[config.mk]
export PLATFORM = sky130hd
export DESIGN_NAME = alu_issue_ctrl
export DESIGN_NICKNAME = d
export VERILOG_FILES = /design/src/rtl/alu_issue_ctrl.sv
export SDC_FILE = /design/constraint.sdc
export NUM_CORES = 1
export LEC_CHECK = 0
export ABC_AREA = 0
export BUFFER_PORTS_ARGS = -buffer_cell sky130_fd_sc_hd__buf_2
export CAP_MARGIN = 20
export CORE_MARGIN = 2
export CORE_UTILIZATION = 40
export DETAILED_ROUTE_END_ITERATION = 7
export PLACE_DENSITY = 0.72
export RECOVER_POWER = 100
export SLEW_MARGIN = 20
export SYNTH_ARGS = -nofsm -noshare
export SYNTH_HDL_FRONTEND = slang
export SYNTH_SLANG_ARGS = --single-unit
[constraint.sdc]
create_clock -name clk -period 2.4 [get_ports clk]
set_clock_uncertainty 0.1 [all_clocks]
set_input_delay 0.12 -clock clk [delete_from_list [all_inputs] [get_ports clk]]
set_output_delay 0.12 -clock clk [all_outputs]
set_load 0.03 [all_outputs]
[src/rtl/alu_issue_ctrl.sv]
// alu_issue_ctrl: multi-cycle issue controller for the 32-bit lab ALU.
//
// Accepts one instruction plus its rs/rt operands over a valid/ready handshake.
// It decodes the instruction into ALU operands and the 5-bit ALUfn code
// {subtract, bool1, bool0, shft, math}. It drives the ALU for one cycle, then
// captures R/FlagZ and returns the result, branch decision and illegal flag
// over a second valid/ready handshake.
//
// Ports:
//   clk, rst_n            clock, asynchronous active-low reset
//   in_valid/in_ready     input handshake
//   instr                 MIPS-format instruction word
//   rs_val, rt_val        register operands
//   alu_A, alu_B, alu_fn  registered drive to the ALU
//   alu_R, alu_Z          combinational ALU result and zero flag
//   out_valid/out_ready   output handshake
//   out_result            captured R (0 for illegal instructions)
//   out_taken             branch taken (beq/bne only)
//   out_illegal           unsupported instruction
module alu_issue_ctrl #(
  parameter int unsigned N = 32
) (
  input  logic         clk,
  input  logic         rst_n,
  input  logic         in_valid,
  output logic         in_ready,
  input  logic [31:0]  instr,
  input  logic [N-1:0] rs_val,
  input  logic [N-1:0] rt_val,
  output logic [N-1:0] alu_A,
  output logic [N-1:0] alu_B,
  output logic [4:0]   alu_fn,
  input  logic [N-1:0] alu_R,
  input  logic         alu_Z,
  output logic         out_valid,
  input  logic         out_ready,
  output logic [N-1:0] out_result,
  output logic         out_taken,
  output logic         out_illegal
);

  localparam logic [4:0] FnAdd  = 5'b00001;
  localparam logic [4:0] FnSub  = 5'b10001;
  localparam logic [4:0] FnAnd  = 5'b00000;
  localparam logic [4:0] FnOr   = 5'b00100;
  localparam logic [4:0] FnXor  = 5'b01000;
  localparam logic [4:0] FnNor  = 5'b01100;
  localparam logic [4:0] FnSll  = 5'b00010;
  localparam logic [4:0] FnSrl  = 5'b01010;
  localparam logic [4:0] FnSra  = 5'b01110;
  localparam logic [4:0] FnSlt  = 5'b10111;
  localparam logic [4:0] FnSltu = 5'b10011;

  localparam logic [N-1:0] LuiShift = N'(16);

  typedef enum logic [1:0] {StIdle, StExec, StDone} state_e;

  state_e state_q, state_d;

  logic [N-1:0] alu_a_q, alu_a_d;
  logic [N-1:0] alu_b_q, alu_b_d;
  logic [4:0]   alu_fn_q, alu_fn_d;
  logic         beq_q, beq_d;
  logic         bne_q, bne_d;
  logic         ill_q, ill_d;
  logic [N-1:0] result_q, result_d;
  logic         taken_q, taken_d;
  logic         illegal_q, illegal_d;

  logic         accept;

  // Instruction fields
  logic [5:0]   opcode;
  logic [5:0]   funct;
  logic [4:0]   shamt;
  logic [N-1:0] imm_sext;
  logic [N-1:0] imm_zext;
  logic         unused_reg_fields;

  assign opcode   = instr[31:26];
  assign funct    = instr[5:0];
  assign shamt    = instr[10:6];
  assign imm_sext = {{(N-16){instr[15]}}, instr[15:0]};
  assign imm_zext = {{(N-16){1'b0}}, instr[15:0]};
  // Register indices arrive already resolved as rs_val/rt_val.
  assign unused_reg_fields = ^instr[25:11];

  // Decode
  logic [N-1:0] dec_a, dec_b;
  logic [4:0]   dec_fn;
  logic         dec_beq, dec_bne, dec_ill;

  always_comb begin
    dec_a   = '0;
    dec_b   = '0;
    dec_fn  = FnAdd;
    dec_beq = 1'b0;
    dec_bne = 1'b0;
    dec_ill = 1'b0;
    unique case (opcode)
      6'h00: begin
        dec_a = rs_val;
        dec_b = rt_val;
        unique case (funct)
          6'h20, 6'h21: dec_fn = FnAdd;
          6'h22, 6'h23: dec_fn = FnSub;
          6'h24:        dec_fn = FnAnd;
          6'h25:        dec_fn = FnOr;
          6'h26:        dec_fn = FnXor;
          6'h27:        dec_fn = FnNor;
          6'h2A:        dec_fn = FnSlt;
          6'h2B:        dec_fn = FnSltu;
          6'h00: begin
            dec_fn = FnSll;
            dec_a  = {{(N-5){1'b0}}, shamt};
          end
          6'h02: begin
            dec_fn = FnSrl;
            dec_a  = {{(N-5){1'b0}}, shamt};
          end
          6'h03: begin
            dec_fn = FnSra;
            dec_a  = {{(N-5){1'b0}}, shamt};
          end
          default: dec_ill = 1'b1;
        endcase
      end
      6'h08, 6'h09: begin
        dec_fn = FnAdd;
        dec_a  = rs_val;
        dec_b  = imm_sext;
      end
      6'h0A: begin
        dec_fn = FnSlt;
        dec_a  = rs_val;
        dec_b  = imm_sext;
      end
      6'h0B: begin
        dec_fn = FnSltu;
        dec_a  = rs_val;
        dec_b  = imm_sext;
      end
      6'h0C: begin
        dec_fn = FnAnd;
        dec_a  = rs_val;
        dec_b  = imm_zext;
      end
      6'h0D: begin
        dec_fn = FnOr;
        dec_a  = rs_val;
        dec_b  = imm_zext;
      end
      6'h0E: begin
        dec_fn = FnXor;
        dec_a  = rs_val;
        dec_b  = imm_zext;
      end
      // LUI is an SLL of the zero-extended immediate by 16.
      6'h0F: begin
        dec_fn = FnSll;
        dec_a  = LuiShift;
        dec_b  = imm_zext;
      end
      6'h04: begin
        dec_fn  = FnSub;
        dec_a   = rs_val;
        dec_b   = rt_val;
        dec_beq = 1'b1;
      end
      6'h05: begin
        dec_fn  = FnSub;
        dec_a   = rs_val;
        dec_b   = rt_val;
        dec_bne = 1'b1;
      end
      default: dec_ill = 1'b1;
    endcase
    if (dec_ill) begin
      dec_a   = '0;
      dec_b   = '0;
      dec_fn  = FnAdd;
      dec_beq = 1'b0;
      dec_bne = 1'b0;
    end
  end

  // Handshakes; in_ready is held low while reset is asserted.
  assign in_ready = rst_n & ((state_q == StIdle) | ((state_q == StDone) & out_ready));
  assign accept   = in_valid & in_ready;

  always_comb begin
    state_d   = state_q;
    alu_a_d   = alu_a_q;
    alu_b_d   = alu_b_q;
    alu_fn_d  = alu_fn_q;
    beq_d     = beq_q;
    bne_d     = bne_q;
    ill_d     = ill_q;
    result_d  = result_q;
    taken_d   = taken_q;
    illegal_d = illegal_q;

    if (accept) begin
      alu_a_d  = dec_a;
      alu_b_d  = dec_b;
      alu_fn_d = dec_fn;
      beq_d    = dec_beq;
      bne_d    = dec_bne;
      ill_d    = dec_ill;
    end

    unique case (state_q)
      StIdle: begin
        if (accept) state_d = StExec;
      end
      StExec: begin
        result_d  = ill_q ? '0 : alu_R;
        taken_d   = (beq_q & alu_Z) | (bne_q & ~alu_Z);
        illegal_d = ill_q;
        state_d   = StDone;
      end
      StDone: begin
        if (out_ready) state_d = accept ? StExec : StIdle;
      end
      default: state_d = StIdle;
    endcase
  end

  always_ff @(posedge clk or negedge rst_n) begin
    if (!rst_n) begin
      state_q   <= StIdle;
      alu_a_q   <= '0;
      alu_b_q   <= '0;
      alu_fn_q  <= 5'b00000;
      beq_q     <= 1'b0;
      bne_q     <= 1'b0;
      ill_q     <= 1'b0;
      result_q  <= '0;
      taken_q   <= 1'b0;
      illegal_q <= 1'b0;
    end else begin
      state_q   <= state_d;
      alu_a_q   <= alu_a_d;
      alu_b_q   <= alu_b_d;
      alu_fn_q  <= alu_fn_d;
      beq_q     <= beq_d;
      bne_q     <= bne_d;
      ill_q     <= ill_d;
      result_q  <= result_d;
      taken_q   <= taken_d;
      illegal_q <= illegal_d;
    end
  end

  assign alu_A       = alu_a_q;
  assign alu_B       = alu_b_q;
  assign alu_fn      = alu_fn_q;
  assign out_valid   = (state_q == StDone);
  assign out_result  = result_q;
  assign out_taken   = taken_q;
  assign out_illegal = illegal_q;

endmodule

==> results.yml <==
timing:
  setup_ws_ns: 0.229
  setup-violations-final: 0
  tightest_slew_ns: 1.37
  rsz0062_at_grt: "false"
  fmax_mhz: 461
  drv_slew: 0
  timing.hold.ws_ns: 0.0157
  fin_crit_sh: 0.905
  period_needed_ns: 2.17
  tns_ns: 0
  max_slew_margin: 0.0864
  hold_violations: 0
placement:
  dp_cells: 808
  postPlaceCellArea_um2: 5900
  pre_cts_ws_ns: 0.164
  port_buffers: 227
  gp_congestion: 0.846
  place_hpwl_um: 9700
layout:
  area_growth_pct: 51.2
  layout_common_cells: "120 x buf_2, 114 x nand2_1, 108 x dfrtp_1"
  fin_nets: 909
  nFillCells: 977
  mostFrequentLayoutCell: "buf_2"
  fin_area_um2: 7070
  finish.utilization: 0.619
  final_cells: 925
  layout-drive-gt1-share: 0.196
synthesis:
  yosys_warnings: 0
  synthSimpleGateAreaFrac: 0.145
  yosysUniqueCellTypes: 45
  synth_top_family_by_area: "compound AO/OA/AOI/OAI gates"
  synth-compound-area-share: 0.227
  synth_edf_count: 0
  ys_seq_area_frac: 0.578
  synthMuxAreaShare: 0.00214
  synthFlopType: "dfrtp_1"
  syn_nets: 605
  synth-xor-area-share: 0.00375
  syn_area_per_cell_um2: 9.91
  synthAdderAreaFrac: 0
  ys_ff_latch: 108
  synth_area_um2: 4680
  syn-instance-count: 472
  synth-async-reset-ratio: 1.00
clocking:
  cts_sinks: 108
  cts_hold_buf: 100
  root_buffer: "clkbuf_16"
  clkTransAtPathRegs_ns: 0.07
  cts_tree: "yes"
  clk_latency_ns: 0.35
  post_cts_buffers: 0
  cts-htree-levels: 3
  cts_resized: 0
  cts_buffers: 9
  clk_path_buf_depth: 2
global_route:
  grt_usage: 0.246
  grt_pass1_vias: 4971
  gr-total-overflow: 0
  grt_pass1_wl_um: 24600
  antenna_found_initial: 1
  grt_max_degree: 72
setup_path:
  worstPathCellList: "dlygate4sd3_1, clkbuf_1, nor3b_2, nand2_2, inv_1, o2111ai_2, clkbuf_4, o32a_1"
  crit_fanout: 41
  required_ns: 2.53
  end_kind: "register"
  worstSetupStartpointType: "input pin"
  cpPeakStageDelay_ns: 0.52
  critPathKind: "input pin to register"
  crit_path_top_delay_cell: "dlygate4sd3_1"
  arrival_ns: 2.30
routing:
  wl_per_cell_um: 16.9
  drc: 0
  viasPerCell: 5.30
  drt-initial-drc-count: 440
  drt_first_pass_iters: 5
  vias: 4904
  antenna_left: 0
  routed_wl_um: 15600
job:
  drv_cap: 0
floorplan:
  pin_count: 238
  core-area_um2: 11400
  core.rowCount: 39
  die_h_um: 112
  dieArea_um2: 12600
  die_width_um: 112
  start_util: 0.410
outcome:
  status: "finished clean"
power_and_ir_drop:
  p_total_mw: 4.43
  ir_drop_v: 0.000406
  power.density_nw_per_um2: 626
  power.leakage_nw: 3.13
worst_hold_path:
  hold_class: "input pin to register"
-- power breakdown --
part	internal, mW	switching (mW)
clock	0.943	0.650
combinational	0.301	0.552
sequential	1.92	0.0574
total	3.17	1.26
-- layer usage --
layer  wire length (µm)  global-route usage
met1               6190               0.288
met3               1050              0.0578
met5                  0                   0
met2               7750               0.420
met4                607               0.131
-- area by class of cell --
| cell class | instances | area (µm²) | share of cell area |
|---|---|---|---|
| diodes | 1 | 2.50 | 0.000354 |
| clock buffers | 10 | 239 | 0.0338 |
| clock inverters | 6 | 86.3 | 0.0122 |
| inverters | 3 | 11.3 | 0.00159 |
| multi-input cells | 319 | 1780 | 0.252 |
| flip-flops and latches | 108 | 2700 | 0.382 |
| well taps | 143 | 179 | 0.0253 |
| repair buffers | 335 | 2070 | 0.293 |
-- registers in the layout, indices dropped and copies added (netlist names) --
signal and flops:
out_illegal 1, state_q 2, out_taken 1, alu_B 32, ill_q 1, beq_q 1
alu_A 32, alu_fn 5, out_result 32, bne_q 1
-- final timing paths --
| kind | from | endpoint | slack, ns | depth (start not counted) |
|---|---|---|---|---|
| min in group asynchronous | rst_n | out_result[29]$_DFFE_PN0N_ | 0.81 | 3 |
| setup / recovery | rst_n | alu_fn[0]$_DFFE_PN0P_ | 0.23 | 8 |
| hold / removal | rt_val[6] | alu_B[6]$_DFFE_PN0P_ | 0.02 | 3 |
| max in group asynchronous | rst_n | alu_A[14]$_DFFE_PN0P_ | 0.52 | 3 |
| hold reg to reg | alu_B[18]$_DFFE_PN0P_ | alu_B[18]$_DFFE_PN0P_ | 0.38 | 2 |
| setup reg to reg | state_q[1]$_DFFE_PN0P_ | alu_fn[0]$_DFFE_PN0P_ | 0.31 | 7 |
-- Yosys cell counts (2+ instances only) --
cell | count | area [µm²]
nand2_1 | 115 | 432
dfrtp_1 | 108 | 2700
o21ai_0 | 72 | 360
a32o_1 | 29 | 290
clkbuf_1 | 28 | 105
a22oi_1 | 22 | 165
a21oi_1 | 20 | 100
nor2_1 | 9 | 33.8
o21ai_1 | 9 | 45.0
buf_2 | 8 | 40.0
nor2b_1 | 5 | 31.3
nand2b_1 | 4 | 25.0
buf_6 | 3 | 33.8
clkbuf_2 | 3 | 15.0
nor3b_1 | 3 | 22.5
and3b_1 | 2 | 17.5
nor3_1 | 2 | 10.0
nor4_1 | 2 | 12.5
xnor2_1 | 2 | 17.5
-- logic make-up (layout without fill, tap and decap cells) --
logic type | count (synthesis) | count (layout)
AND/OR/NAND/NOR | 153 | 153
multiplexers | 1 | 1
AO/OA/AOI/OAI | 163 | 163
XOR/XNOR | 2 | 2
other | 0 | 1
flip-flops | 108 | 108
buffers and inverters | 45 | 354
-- worst max-delay path, delay by kind of cell --
kind                   cells  cell delay [ns]
AOI/OAI and AO/OA          2             0.55
buffers and inverters      4             1.27
and+or+nand+nor            2             0.36
No activity file was read; power rests on OpenSTA's default activity.
